[config.mk]
export PLATFORM = sky130hd
export DESIGN_NAME = uart_tx_sched
export DESIGN_NICKNAME = d
export VERILOG_FILES = /design/src/rtl/uart_tx_sched.sv
export SDC_FILE = /design/constraint.sdc
export NUM_CORES = 1
export LEC_CHECK = 0
export ABC_AREA = 1
export CELL_PAD_IN_SITES_DETAIL_PLACEMENT = 2
export CELL_PAD_IN_SITES_GLOBAL_PLACEMENT = 2
export CORE_MARGIN = 1.5
export CORE_UTILIZATION = 29
export CTS_CLUSTER_DIAMETER = 150
export DETAILED_ROUTE_END_ITERATION = 10
export PLACE_DENSITY_LB_ADDON = 0.1
export SYNTH_ARGS = -nofsm -noshare
export SYNTH_HDL_FRONTEND = slang
export SYNTH_SLANG_ARGS = --single-unit
export TNS_END_PERCENT = 5
[constraint.sdc]
create_clock -name clk -period 1.87 [get_ports clk]
set_input_delay 0.374 -clock clk [delete_from_list [all_inputs] [get_ports clk]]
set_output_delay 0.374 -clock clk [all_outputs]
set_load 0.1 [all_outputs]
[src/rtl/uart_tx_sched.sv]
// Two-requester round-robin scheduler driving one 8N1 UART transmit line.
// A byte is accepted only while idle; the frame (start, 8 data LSB first, stop)
// is then sequenced at CLKS_PER_BIT clocks per bit. tx, busy and grant_id are registered.
module uart_tx_sched #(
  parameter int unsigned CLKS_PER_BIT = 16,
  parameter int unsigned DATA_W       = 8
) (
  input  logic              clk,
  input  logic              rst,
  input  logic [1:0]        req_valid,
  input  logic [DATA_W-1:0] req_data0,
  input  logic [DATA_W-1:0] req_data1,
  output logic [1:0]        req_ready,
  output logic              tx,
  output logic              busy,
  output logic              grant_id
);

  localparam int unsigned CntW = (CLKS_PER_BIT > 1) ? $clog2(CLKS_PER_BIT) : 1;
  localparam int unsigned IdxW = $clog2(DATA_W);
  localparam logic [CntW-1:0] BaudMax = CntW'(CLKS_PER_BIT - 1);
  localparam logic [IdxW-1:0] IdxMax  = IdxW'(DATA_W - 1);

  typedef enum logic [1:0] {StIdle, StStart, StData, StStop} state_e;

  state_e            state_q, state_d;
  logic [CntW-1:0]   baud_q, baud_d;
  logic [IdxW-1:0]   bit_q, bit_d;
  logic [DATA_W-1:0] shift_q, shift_d;
  logic              tx_q, tx_d;
  logic              busy_q, busy_d;
  logic              grant_q, grant_d;
  logic              last_q, last_d;
  logic              bit_end;
  logic [1:0]        hs;

  assign bit_end  = (baud_q == BaudMax);
  assign hs       = req_valid & req_ready;
  assign tx       = tx_q;
  assign busy     = busy_q;
  assign grant_id = grant_q;

  // Arbitration: one-hot or zero grant, only while idle; ties go to the requester not last served.
  always_comb begin
    req_ready = 2'b00;
    if (state_q == StIdle) begin
      unique case (req_valid)
        2'b01:   req_ready = 2'b01;
        2'b10:   req_ready = 2'b10;
        2'b11:   req_ready = last_q ? 2'b01 : 2'b10;
        default: req_ready = 2'b00;
      endcase
    end
  end

  // Next-state: frame sequencing, bit timing and shift register.
  always_comb begin
    state_d = state_q;
    baud_d  = baud_q;
    bit_d   = bit_q;
    shift_d = shift_q;
    tx_d    = tx_q;
    busy_d  = busy_q;
    grant_d = grant_q;
    last_d  = last_q;
    unique case (state_q)
      StIdle: begin
        if (hs != 2'b00) begin
          state_d = StStart;
          tx_d    = 1'b0;
          busy_d  = 1'b1;
          baud_d  = '0;
          bit_d   = '0;
          grant_d = hs[1];
          last_d  = hs[1];
          shift_d = hs[1] ? req_data1 : req_data0;
        end
      end
      StStart: begin
        if (bit_end) begin
          state_d = StData;
          baud_d  = '0;
          bit_d   = '0;
          tx_d    = shift_q[0];
          shift_d = shift_q >> 1;
        end else begin
          baud_d = baud_q + CntW'(1);
        end
      end
      StData: begin
        if (bit_end) begin
          baud_d = '0;
          if (bit_q == IdxMax) begin
            state_d = StStop;
            tx_d    = 1'b1;
          end else begin
            bit_d   = bit_q + IdxW'(1);
            tx_d    = shift_q[0];
            shift_d = shift_q >> 1;
          end
        end else begin
          baud_d = baud_q + CntW'(1);
        end
      end
      StStop: begin
        if (bit_end) begin
          state_d = StIdle;
          busy_d  = 1'b0;
          baud_d  = '0;
        end else begin
          baud_d = baud_q + CntW'(1);
        end
      end
      default: state_d = StIdle;
    endcase
  end

  // State register; reset pointer favours requester 0 on the first tie.
  always_ff @(posedge clk or posedge rst) begin
    if (rst) begin
      state_q <= StIdle;
      baud_q  <= '0;
      bit_q   <= '0;
      shift_q <= '0;
      tx_q    <= 1'b1;
      busy_q  <= 1'b0;
      grant_q <= 1'b0;
      last_q  <= 1'b1;
    end else begin
      state_q <= state_d;
      baud_q  <= baud_d;
      bit_q   <= bit_d;
      shift_q <= shift_d;
      tx_q    <= tx_d;
      busy_q  <= busy_d;
      grant_q <= grant_d;
      last_q  <= last_d;
    end
  end

endmodule
==> impl_metrics.py <==
metrics = {
    "synthesis": {
        "syn_area_mm2": 0.00138,
        "synth_top_area_share": 0.344,
        "yosysUniqueCellTypes": 24,
        "synth.area.top_cells": "dfrtp_1, nand2_1, inv_1",
        "synth_nets": 215,
        "synth_top_cell_by_area": "dfrtp_1",
        "ys_warn_count": 0,
        "postSynthCellCount": 187,
        "avgSynthCellArea_um2": 7.39,
        "synth-seq-area-share": 0.382,
        "ys_seq_elements": 21,
    },
    "cells_and_area": {
        "drive_gt1_frac": 0.170,
        "num_antenna_cells": 0,
        "fillCellCount": 524,
        "fin_area_mm2": 0.00187,
        "nets": 252,
        "area_growth_pct": 35.2,
    },
    "critical_path": {
        "end_kind": "output port",
        "path_max_fanout": 5,
        "ff2ff_path_depth": 10,
        "required_ns": 1.50,
        "crit_type": "flip-flop to output port",
        "start_kind": "flip-flop",
        "worstPathArrival_ns": 1.46,
    },
    "drt": {
        "drtPass1Iterations": 4,
        "num_vias": 1315,
        "vias_per_cell": 4.78,
        "drtAntennaViolNets": 0,
        "drtIter0Drc": 37,
        "drc": 0,
        "wire_per_inst_um": 14.8,
        "finalWirelength_mm": 4.07,
    },
    "sta": {
        "drv_slew": 0,
        "whs_ns": 0.449,
        "rsz0062_at_grt": "yes",
        "fin_ws_ns": 0.0363,
        "hold_viol": 0,
        "relSlewSlack": 0.814,
        "skew_ns": 0.00358,
        "fin_crit_ns": 1.83,
        "fin_crit_sh": 0.981,
        "worst_slew_pin_slew_ns": 0.279,
        "setup_viol": 0,
        "max_freq_mhz": 545,
    },
    "clock_network": {
        "clkSinkCount": 21,
        "cts_tree": "yes",
        "path_clk_slew_ns": 0.08,
        "holdBufCountCts": 0,
        "htree_levels": 1,
        "clk_path_buf_depth": 2,
        "cts_root_buf": "clkbuf_8",
        "cts_inserted_buffers": 3,
        "clock_latency_ns": 0.26,
    },
    "placement": {
        "port_buffers": 24,
        "hpwlAfterDp_mm": 3.23,
        "place_ws_ns": 0.0194,
        "placed_area_mm2": 0.00179,
        "place.gp.congestion": 0.734,
    },
    "floorplan": {
        "io_pins": 25,
        "start_util": 0.309,
        "die_w_um": 72.0,
        "fp.dieH_um": 72.0,
        "core_area_mm2": 0.00447,
        "rows": 24,
        "die_area_mm2": 0.00519,
    },
    "power_and_ir_drop": {
        "p_int_mw": 1.63,
        "power_frac_comb": 0.660,
        "max-vdd-ir-drop_mv": 0.554,
        "p_seq_frac": 0.248,
        "p_leak_nw": 1.02,
        "switching_share": 0.513,
        "powerDensity_mw_per_mm2": 1790,
        "p_sw_mw": 1.72,
        "p_clk_frac": 0.091,
        "p_total_mw": 3.35,
    },
    "outcome": {
        "outcome": "finished clean",
    },
    "global_routing": {
        "grt_pass1_wl_mm": 7.02,
        "grt_max_degree": 22,
        "antenna_found_initial": 0,
        "grtUsageTotal": 0.172,
        "grt_overflow": 0,
        "grt_pass1_vias": 1505,
    },
    "flow_run": {
        "drv_cap": 0,
    },
    "min_path": {
        "hp-class": "input port to async pin",
    },
}
## worst paths after layout
path	slack, ns	end	startpoint
max in group asynchronous	1.15	last_q	rst
hold reg to reg	0.49	shift_q[0]	shift_q[0]
setup reg to reg	0.24	shift_q[2]	state_q[0]
hold / removal	0.45	bit_q[2]	rst
min in group clk	0.49	shift_q[0]	shift_q[0]
setup / recovery	0.04	req_ready[0]	state_q[1]
## power by group through the flow
stage	Clock, mW	Combinational (mW)	Sequential (mW)
CTS	0.315	2.24	0.831
floorplan	0	1.29	1.01
global route	0.334	2.49	0.856
global placement	0	2.08	0.828
finish	0.305	2.21	0.831
detailed placement	0	2.18	0.839
## layer usage
metal / up-vias / global-route usage / share of wire
met3: 2 / 0.0250 / 0.022
met1: 648 / 0.218 / 0.45
li1: 652 / - / -
met4: 0 / 0.0377 / 0.0052
met2: 13 / 0.311 / 0.52
met5: - / 0 / 0
## layout make-up
type	instances	area, um2	area share
well taps	52	65.1	0.0348
flip-flops and latches	21	528	0.282
repair buffers	36	380	0.203
inverters	34	130	0.0696
clock buffers	4	45.0	0.0241
multi-input cells	128	721	0.386
## synth_stat cells
cell      count
nand3_4       1
buf_2         1
nand4_1       9
nand2_1      68
inv_1        34
nor2_8        1
nor2_4        2
nand2_2       3
o211ai_1      1
dfstp_2       2
o21ai_2       1
dfrtp_1      19
xor2_1        1
nand2_4       2
ha_1          8
buf_6         2
o22ai_1       1
nand3_2       1
nor2_1        5
a21oi_1       2
clkbuf_1      1
a211oi_1      1
nand3_1      16
o21ai_0       5
## cells in the final DEF, fill, tap and decap left out
| master | synthesis | routed |
|---|---|---|
| inv_2 | 0 | 2 |
| buf_4 | 0 | 12 |
| a211oi_4 | 0 | 1 |
| inv_1 | 34 | 31 |
| dfrtp_1 | 19 | 19 |
| nor2_8 | 1 | 1 |
| nand2_1 | 68 | 68 |
| a21oi_1 | 2 | 2 |
| o22ai_1 | 1 | 1 |
| nand3_4 | 1 | 1 |
| ha_1 | 8 | 7 |
| nand4_1 | 9 | 9 |
| dfstp_2 | 2 | 2 |
| o211ai_1 | 1 | 1 |
| ha_4 | 0 | 1 |
| nand2_4 | 2 | 2 |
| inv_4 | 0 | 1 |
| buf_12 | 0 | 5 |
| nand2_2 | 3 | 3 |
| clkbuf_1 | 1 | 1 |
| nand3_2 | 1 | 1 |
| o21ai_0 | 5 | 5 |
| o21ai_2 | 1 | 1 |
| nand3_1 | 16 | 16 |
| xor2_1 | 1 | 1 |
| clkdlybuf4s50_1 | 0 | 19 |
| nor2_1 | 5 | 5 |
| clkbuf_8 | 0 | 3 |
| nor2_4 | 2 | 2 |
## sequential cells by signal, summed over array words and instances (netlist names)
signal / count
shift_q: 8
last_q: 1
grant_id: 1
tx: 1
state_q: 2
busy: 1
baud_q: 4
bit_q: 3
## per-stage QoR
stage	setup TNS, ns	instances	util
after floorplan	-0.0247	187	-
after CTS	0	273	0.414
final	0	275	0.418
after global routing	-0.0344	275	0.418
after global placement	0	266	0.399
after detailed placement	0	266	0.399
## critical path: stages (launching register included)
cell and delay (ns):
dfrtp_1 0.44, inv_2 0.12, ha_4 0.19, inv_4 0.06
a211oi_4 0.19, buf_12 0.21
## logic make-up (layout without fill, tap and decap cells)
group,after synthesis,after routing,synth area share
compound gates,11,11,0.0471
xor+xnor,1,1,0.00634
fa+ha+maj,8,8,0.0724
buf+inv,38,74,0.115
flops,21,21,0.382
simple gates,108,108,0.377
## repair_timing
item / in CTS / in global routing
gates resized for setup: 0 / 0
setup buffers: 3 / 2
setup endpoints to repair: 2 / 1
pin swaps: 1 / 0
Note: power is estimated with default switching activity, not from simulation.
